<file path="config.mk">
export PLATFORM = sky130hd
export DESIGN_NAME = iic_target_regfile_flat
export DESIGN_NICKNAME = d
export VERILOG_FILES = /design/src/rtl/iic_target_pkg.sv /design/src/rtl/iic_target_regfile_if.sv /design/src/rtl/iic_line_filter.sv /design/src/rtl/iic_target_regfile.sv /design/src/flat_wrapper.sv
export SDC_FILE = /design/constraint.sdc
export NUM_CORES = 1
export LEC_CHECK = 0
export CAP_MARGIN = 20
export CORE_MARGIN = 2
export CORE_UTILIZATION = 40
export DETAILED_ROUTE_END_ITERATION = 12
export GPL_ROUTABILITY_DRIVEN = 0
export GPL_TIMING_DRIVEN = 0
export PLACE_DENSITY = 0.63
export SLEW_MARGIN = 20
export SYNTH_ARGS = -nofsm -noshare
export SYNTH_HDL_FRONTEND = slang
export SYNTH_SLANG_ARGS = --single-unit
export TNS_END_PERCENT = 1
</file>
<file path="constraint.sdc">
create_clock -name aclk -period 4.7 [get_ports aclk]
set_input_delay 1.175 -clock aclk [delete_from_list [all_inputs] [get_ports aclk]]
set_output_delay 1.175 -clock aclk [all_outputs]
set_load 0.005 [all_outputs]
</file>
<file path="src/rtl/iic_target_pkg.sv">
// Shared types and bus-level constants for the I2C register-file target.
package iic_target_pkg;

  typedef enum logic [3:0] {
    ST_IDLE,
    ST_ADDR,
    ST_ADDR_ACK,
    ST_PTR,
    ST_PTR_ACK,
    ST_WDATA,
    ST_WDATA_ACK,
    ST_RDATA,
    ST_RDATA_ACK,
    ST_IGNORE
  } iic_state_e;

  localparam logic BIT_ACK     = 1'b0;
  localparam logic BIT_NACK    = 1'b1;
  localparam logic RW_WRITE    = 1'b0;
  localparam logic RW_READ     = 1'b1;
  localparam logic SDA_PULL    = 1'b0;
  localparam logic SDA_RELEASE = 1'b1;

endpackage

</file>
<file path="src/rtl/iic_target_regfile_if.sv">
// I2C pin bundle between the IOBUFs (master side) and the target (slave side).
// Open-drain convention: *_t = 1 releases the line, *_t = 0 drives *_o onto it.
interface iic_target_regfile_if;
  logic scl_i;
  logic scl_o;
  logic scl_t;
  logic sda_i;
  logic sda_o;
  logic sda_t;

  modport master (output scl_i, sda_i, input scl_o, scl_t, sda_o, sda_t);
  modport slave  (input scl_i, sda_i, output scl_o, scl_t, sda_o, sda_t);
endinterface

</file>
<file path="src/rtl/iic_line_filter.sv">
// Two-flop synchroniser plus a hold filter: the level only changes after
// FILT_LEN consecutive equal samples; rise/fall are 1-cycle pulses on that level.
module iic_line_filter #(
  parameter int FILT_LEN = 3
) (
  input  logic clk,
  input  logic rst_n,
  input  logic line,
  output logic level,
  output logic rise,
  output logic fall
);
  logic [1:0]          sync;
  logic [FILT_LEN-1:0] hist;
  logic                level_d;

  // Reset to the idle-high bus level so release of reset never looks like an edge.
  always_ff @(posedge clk or negedge rst_n) begin
    if (!rst_n) begin
      sync    <= 2'b11;
      hist    <= '1;
      level   <= 1'b1;
      level_d <= 1'b1;
    end else begin
      sync    <= {sync[0], line};
      hist    <= {hist[FILT_LEN-2:0], sync[1]};
      if (&hist)
        level <= 1'b1;
      else if (~|hist)
        level <= 1'b0;
      level_d <= level;
    end
  end

  assign rise = level & ~level_d;
  assign fall = ~level & level_d;
endmodule

</file>
<file path="src/rtl/iic_target_regfile.sv">
// I2C target exposing a byte register file; oversampled in aclk, never stretches SCL.
// Fabric side port can write any register and reads with 1-cycle latency.
module iic_target_regfile
  import iic_target_pkg::*;
#(
  parameter logic [6:0] DEV_ADDR = 7'h3C,
  parameter int         REG_AW   = 4,
  parameter int         FILT_LEN = 3
) (
  input  logic              aclk,
  input  logic              aresetn,
  iic_target_regfile_if.slave iic,
  input  logic              fab_we,
  input  logic [REG_AW-1:0] fab_addr,
  input  logic [7:0]        fab_wdata,
  output logic [7:0]        fab_rdata,
  output logic              iic_wr_stb,
  output logic [REG_AW-1:0] iic_wr_addr,
  output logic              busy,
  output iic_state_e        dbg_state
);
  logic scl_lvl, scl_rise, scl_fall;
  logic sda_lvl, sda_rise, sda_fall;

  iic_line_filter #(.FILT_LEN(FILT_LEN)) u_scl_filt (
    .clk(aclk), .rst_n(aresetn), .line(iic.scl_i),
    .level(scl_lvl), .rise(scl_rise), .fall(scl_fall)
  );
  iic_line_filter #(.FILT_LEN(FILT_LEN)) u_sda_filt (
    .clk(aclk), .rst_n(aresetn), .line(iic.sda_i),
    .level(sda_lvl), .rise(sda_rise), .fall(sda_fall)
  );

  iic_state_e        state, state_n;
  logic [3:0]        bit_cnt, bit_cnt_n;
  logic [7:0]        shreg, shreg_n;
  logic [REG_AW-1:0] ptr, ptr_n;
  logic              sda_t_q, sda_t_n;
  logic              busy_n;
  logic              commit;
  logic [7:0]        regs [2**REG_AW];
  logic [7:0]        byte_in;
  logic [7:0]        load_byte;
  logic              start, stop;

  assign start     = sda_fall & scl_lvl;
  assign stop      = sda_rise & scl_lvl;
  assign byte_in   = {shreg[6:0], sda_lvl};
  assign load_byte = regs[ptr];

  always_comb begin
    state_n   = state;
    bit_cnt_n = bit_cnt;
    shreg_n   = shreg;
    ptr_n     = ptr;
    sda_t_n   = sda_t_q;
    busy_n    = busy;
    commit    = 1'b0;
    if (start) begin
      state_n   = ST_ADDR;
      bit_cnt_n = 4'd0;
      sda_t_n   = SDA_RELEASE;
      busy_n    = 1'b1;
    end else if (stop) begin
      state_n   = ST_IDLE;
      bit_cnt_n = 4'd0;
      sda_t_n   = SDA_RELEASE;
      busy_n    = 1'b0;
    end else begin
      case (state)
        ST_ADDR, ST_PTR, ST_WDATA: begin
          if (scl_rise) begin
            shreg_n   = byte_in;
            bit_cnt_n = bit_cnt + 4'd1;
            if (bit_cnt == 4'd7) begin
              bit_cnt_n = 4'd0;
              case (state)
                ST_ADDR: state_n = (byte_in[7:1] == DEV_ADDR) ? ST_ADDR_ACK : ST_IGNORE;
                ST_PTR: begin
                  ptr_n   = byte_in[REG_AW-1:0];
                  state_n = ST_PTR_ACK;
                end
                default: begin
                  commit  = 1'b1;
                  ptr_n   = ptr + 1'b1;
                  state_n = ST_WDATA_ACK;
                end
              endcase
            end
          end
        end
        // First fall after the 8th bit pulls SDA, the next fall ends the ACK slot.
        ST_ADDR_ACK, ST_PTR_ACK, ST_WDATA_ACK: begin
          if (scl_fall) begin
            if (sda_t_q == SDA_RELEASE) begin
              sda_t_n = SDA_PULL;
            end else begin
              sda_t_n = SDA_RELEASE;
              if (state == ST_ADDR_ACK && shreg[0] == RW_READ) begin
                state_n = ST_RDATA;
                shreg_n = load_byte;
                sda_t_n = load_byte[7];
                ptr_n   = ptr + 1'b1;
              end else if (state == ST_ADDR_ACK) begin
                state_n = ST_PTR;
              end else begin
                state_n = ST_WDATA;
              end
            end
          end
        end
        ST_RDATA: begin
          if (scl_rise) begin
            bit_cnt_n = bit_cnt + 4'd1;
          end else if (scl_fall) begin
            if (bit_cnt == 4'd8) begin
              sda_t_n   = SDA_RELEASE;
              bit_cnt_n = 4'd0;
              state_n   = ST_RDATA_ACK;
            end else begin
              shreg_n = {shreg[6:0], 1'b0};
              sda_t_n = shreg[6];
            end
          end
        end
        // bit_cnt == 1 marks that the controller ACKed and the next byte is due.
        ST_RDATA_ACK: begin
          if (scl_rise) begin
            if (sda_lvl == BIT_NACK)
              state_n = ST_IGNORE;
            else
              bit_cnt_n = 4'd1;
          end else if (scl_fall && bit_cnt == 4'd1) begin
            state_n   = ST_RDATA;
            bit_cnt_n = 4'd0;
            shreg_n   = load_byte;
            sda_t_n   = load_byte[7];
            ptr_n     = ptr + 1'b1;
          end
        end
        default: ;
      endcase
    end
  end

  always_ff @(posedge aclk or negedge aresetn) begin
    if (!aresetn) begin
      state   <= ST_IDLE;
      bit_cnt <= 4'd0;
      shreg   <= 8'd0;
      ptr     <= '0;
      sda_t_q <= SDA_RELEASE;
      busy    <= 1'b0;
    end else begin
      state   <= state_n;
      bit_cnt <= bit_cnt_n;
      shreg   <= shreg_n;
      ptr     <= ptr_n;
      sda_t_q <= sda_t_n;
      busy    <= busy_n;
    end
  end

  // The I2C commit is ordered after the fabric write so it wins on a collision.
  always_ff @(posedge aclk or negedge aresetn) begin
    if (!aresetn) begin
      for (int i = 0; i < 2**REG_AW; i++) regs[i] <= 8'd0;
      fab_rdata   <= 8'd0;
      iic_wr_stb  <= 1'b0;
      iic_wr_addr <= '0;
    end else begin
      if (fab_we) regs[fab_addr] <= fab_wdata;
      if (commit) regs[ptr] <= byte_in;
      iic_wr_stb <= commit;
      if (commit) iic_wr_addr <= ptr;
      fab_rdata <= (commit && ptr == fab_addr) ? byte_in :
                   fab_we                      ? fab_wdata : regs[fab_addr];
    end
  end

  assign iic.scl_o = 1'b0;
  assign iic.scl_t = 1'b1;
  assign iic.sda_o = 1'b0;
  assign iic.sda_t = sda_t_q;
  assign dbg_state = state;
endmodule

</file>
<file path="src/flat_wrapper.sv">
// flat-port wrapper written by rule: the top's interface ports become plain ports
module iic_target_regfile_flat import iic_target_pkg::*;
#(
  parameter logic [6:0] DEV_ADDR = 7'h3C,
  parameter int         REG_AW   = 4,
  parameter int         FILT_LEN = 3
)
  (aclk, aresetn, fab_we, fab_addr, fab_wdata, fab_rdata, iic_wr_stb, iic_wr_addr, busy, dbg_state, iic_scl_i, iic_sda_i, iic_scl_o, iic_scl_t, iic_sda_o, iic_sda_t);
  iic_target_regfile_if iic_i ();
  input  logic aclk;
  input  logic aresetn;
  input  logic fab_we;
  input  logic [REG_AW-1:0] fab_addr;
  input  logic [7:0] fab_wdata;
  output logic [7:0] fab_rdata;
  output logic iic_wr_stb;
  output logic [REG_AW-1:0] iic_wr_addr;
  output logic busy;
  output iic_state_e dbg_state;
  input wire logic [$bits(iic_i.scl_i)-1:0] iic_scl_i;
  input wire logic [$bits(iic_i.sda_i)-1:0] iic_sda_i;
  output wire logic [$bits(iic_i.scl_o)-1:0] iic_scl_o;
  output wire logic [$bits(iic_i.scl_t)-1:0] iic_scl_t;
  output wire logic [$bits(iic_i.sda_o)-1:0] iic_sda_o;
  output wire logic [$bits(iic_i.sda_t)-1:0] iic_sda_t;
  assign iic_i.scl_i = iic_scl_i;
  assign iic_i.sda_i = iic_sda_i;
  assign iic_scl_o = iic_i.scl_o;
  assign iic_scl_t = iic_i.scl_t;
  assign iic_sda_o = iic_i.sda_o;
  assign iic_sda_t = iic_i.sda_t;
  iic_target_regfile #(.DEV_ADDR(DEV_ADDR), .REG_AW(REG_AW), .FILT_LEN(FILT_LEN)) u_core (.aclk(aclk), .aresetn(aresetn), .iic(iic_i), .fab_we(fab_we), .fab_addr(fab_addr), .fab_wdata(fab_wdata), .fab_rdata(fab_rdata), .iic_wr_stb(iic_wr_stb), .iic_wr_addr(iic_wr_addr), .busy(busy), .dbg_state(dbg_state));
endmodule
</file>
==> summary.txt <==
Detailed routing
  – # DRC: 0
  – Drt wl/cell: roughly 25 um
  – First-pass detailed-route iteration total: 6
  – Vias post-DR: about 8,700
  – Met1 WL: 14,650 um
  – Met3 WL post-DR: approximately 3400 um
  – Number of vias per cell: 6.239
  – Met2 WL post-DR: about 16,000 um
  – Routed WL: roughly 35,000 um
  – Starting DRT DRC Count: between 1,000 and 1,500
  – Top routing layer in use: met4
  – ANT nets after route: 0

Clocking
  – Sink Count: between 150 and 200
  – TritonCTS clock tree: yes
  – Post-CTS setup buffers: 0
  – Clock-pin slew on the worst setup and hold paths: 0.07 ns
  – CTS Buf Count: 17
  – Resized cells post-CTS: 0
  – Root buf cell: clkbuf_16
  – H-tree depth: 4
  – Clk_lat worst skew: about 0.45 ns
  – Cts hold-fix bufs: 0
  – Clock Path Buffers: 2

Cells and area
  – Finished Cell Area: between 10,000 and 15,000 um2
  – Synth-to-Final Area Change: 12.61%
  – # diodes: 0
  – Final design utilization: between 40% and 50%
  – Number of fill cells: between 2,000 and 2,500
  – Share of cells above drive strength 1: between 10 and 15%
  – Final #Nets: 1,068

Power
  – Clock power frac: between 20% and 30%
  – Logic pwr share: between 30% and 40%
  – Internal power: 3.813 mW
  – P_leak: 4.844 nW
  – Power per cell area: around 500 nW/um2
  – Maximum VDD drop: around 180 uV
  – Sw Pwr: between 2 and 2.5 mW
  – Sw frac: between 30% and 40%
  – Total Power: slightly below 6 mW
  – Seq pwr share: around 37%

Die
  – Row count: 60
  – DIE HEIGHT: around 170 um
  – Initial core utilization: 40.48%
  – Die width: approximately 170 um
  – Core area: between 20,000 and 30,000 um2
  – Die area: 28,450 um2
  – Top-Level Pins: 39

Worst setup path
  – Crit end category: flip-flop
  – CP Buf/Inv Count: 5
  – CP endpoint: u_core.regs[95]
  – Critical-path cell list: buf_4 -> buf_1 -> buf_2 -> inv_1 -> ha_1 -> nand3_1 -> clkbuf_1 -> nor2_1 -> a21oi_1
  – CP max-delay cell: buf_1
  – Levels on crit path: 9
  – Crit Path Max Fanout: 10
  – Delay-heaviest family, CP: buffers and inverters
  – R2R Path End: u_core.regs[95]
  – Crit. Startpoint: u_core.ptr[1]
  – Worst R2R Setup Slack: 1.27 ns
  – CP arrival: 3.80 ns
  – CP max stage delay: 0.71 ns
  – Critical path class: reg2reg
  – Crit path launch type: flip-flop
  – WP data required: ~5.1 ns
  – Worst r2r src: u_core.ptr[1]
  – Worst-case reg-to-reg path depth: 9

Timing
  – Final TNS setup: 0 ns
  – Worst Skew: 0.01111 ns
  – Min Tclk post-route: between 3 and 4 ns
  – Max Fclk: 0.2911 GHz
  – Final period util: between 70% and 80%
  – Slew Limit Fails: 0
  – Hold Vio Cnt, Final: 0
  – Rel. slew slack: about a quarter
  – Setup violators final: 0
  – RSZ-0062 raised after global routing: false
  – Measured slew at the worst slew-check pin: roughly 1.1 ns

GRT
  – Total grt overflow: 0
  – Gr usage total: 25.40%
  – Largest net degree at the start of global routing: 94
  – Initial antenna violation count: 0
  – First-pass GRT wire length: roughly 54,000 um
  – Vias in the first global route: 8,332

Place
  – Dpl hpwl: between 20,000 and 25,000 um
  – Port Buffers: 25
  – Dpl cell area: roughly 12,000 um2

Logic synthesis
  – Mapped Cells: approximately 1,000
  – Post-synthesis sequential area ratio: between 40% and 50%
  – Primary FF master, synth: dfrtp_1
  – Distinct cells, synth: 72
  – Share of flip-flops with an asynchronous set or reset: 100.0%
  – Post-synth EDFFs: 0
  – Ys Warns: 0
  – Flops & latches, synth: 176
  – Mapped Area: 10,850 um2
  – Avg Synthesized Cell Area: ~11 um2

Worst hold path
  – Hold Path Class: reg2reg

Flow run
  – Count of max-cap constraint violations: 0

Run status
  – Outcome: finished, final reports clean
how the worst min path moves through the flow:
stage | from | endpoint | slack [ns] | cells after the start
detailed placement | u_core.u_scl_filt.sync[0] | u_core.u_scl_filt.sync[1] | 0.35 | 0
finish | u_core.u_sda_filt.sync[1] | u_core.u_sda_filt.hist[0] | 0.36 | 0
CTS | u_core.u_sda_filt.sync[1] | u_core.u_sda_filt.hist[0] | 0.36 | 0
global placement | u_core.u_scl_filt.sync[0] | u_core.u_scl_filt.sync[1] | 0.35 | 0
floorplan | u_core.u_scl_filt.sync[1] | u_core.u_scl_filt.hist[0] | 0.35 | 0
global route | u_core.u_sda_filt.sync[1] | u_core.u_sda_filt.hist[0] | 0.36 | 0
kinds of logic after synthesis:
family	share of synthesized area [%]
AND/OR/NAND/NOR	11.13
adder cells (fa/ha/maj)	0.8073
AO/OA/AOI/OAI	10.46
other	0.06923
XOR/XNOR	0.4037
flip-flops	40.77
multiplexers	31.74
buffers and inverters	4.614
routing by layer:
metal  GRT usage [%]  vias to the layer above
li1                -                     3758
met1           34.76                     4367
met2           38.24                      493
met3           6.991                      104
met4           10.53                        0
met5               0                        -
power groups by stage:
| stage | logic (mW) | registers [mW] | clock network, mW |
|---|---|---|---|
| floorplan | 1.45 | 2.08 | 0 |
| global placement | 2.10 | 2.17 | 0 |
| detailed placement | 2.11 | 2.18 | 0 |
| CTS | 2.13 | 2.16 | 1.61 |
| global route | 2.29 | 2.22 | 1.67 |
| finish | 2.17 | 2.18 | 1.60 |
sequential cells by signal, indices dropped and copies added (netlist names), 2 cells and up:
name	flops
u_core.regs	128
u_core.fab_rdata	8
u_core.shreg	7
u_core.bit_cnt	4
u_core.dbg_state	4
u_core.iic_wr_addr	4
u_core.ptr	4
u_core.u_scl_filt.hist	3
u_core.u_sda_filt.hist	3
u_core.u_scl_filt.sync	2
u_core.u_sda_filt.sync	2
per-stage QoR:
step	hold slack, ns	setup slack, ns	std cells
floorplan	0.3452	1.624	999
global placement	0.3477	-5.187	1365
detailed placement	0.3473	1.023	1366
CTS	0.3585	1.425	1398
global route	0.3644	1.196	1398
finish	0.3574	1.265	1398
synthesized netlist by cell type, drive strengths merged (5+ instances only):
| master | instances | share of area (%) |
|---|---|---|
| or3 | 5 | 0.29 |
| inv | 13 | 0.45 |
| nand3b | 7 | 0.48 |
| mux2 | 16 | 1.8 |
| o21ai | 15 | 0.69 |
| a21oi | 149 | 6.9 |
| nor2b | 5 | 0.29 |
| mux4 | 78 | 17 |
| mux2i | 145 | 13 |
| dfrtp | 161 | 37 |
| buf | 39 | 2.0 |
| nor2 | 157 | 5.4 |
| nand2 | 19 | 0.66 |
| dfstp | 15 | 3.6 |
| clkbuf | 53 | 1.9 |
| nand2b | 7 | 0.40 |
| ha | 7 | 0.81 |
| nand3 | 29 | 1.3 |
| xor2 | 5 | 0.40 |
layout make-up:
type | instances | area (um2) | area share (%)
multi-input combinational | 715 | 5928 | 48.53
sequential | 176 | 4423 | 36.21
clock buffer | 24 | 501.7 | 4.107
buffer | 95 | 451.7 | 3.698
tap | 341 | 426.7 | 3.493
timing repair buffer | 26 | 282.8 | 2.315
clock inverter | 8 | 152.6 | 1.250
inverter | 13 | 48.80 | 0.3995
cells in the final DEF, fill, tap and decap left out, drive strengths merged, types with 5 or more instances in the layout:
cell type / netlist / routed
dfrtp: 161 / 161
nor2: 157 / 157
a21oi: 149 / 149
mux2i: 145 / 145
mux4: 78 / 78
clkbuf: 53 / 77
buf: 39 / 41
nand3: 29 / 29
clkdlybuf4s50: 0 / 24
nand2: 19 / 19
mux2: 16 / 16
dfstp: 15 / 15
o21ai: 15 / 15
inv: 13 / 13
nand3b: 7 / 7
nand2b: 7 / 7
ha: 7 / 7
xor2: 5 / 5
or3: 5 / 5
nor2b: 5 / 5
Power figures use the tool's default switching activity.
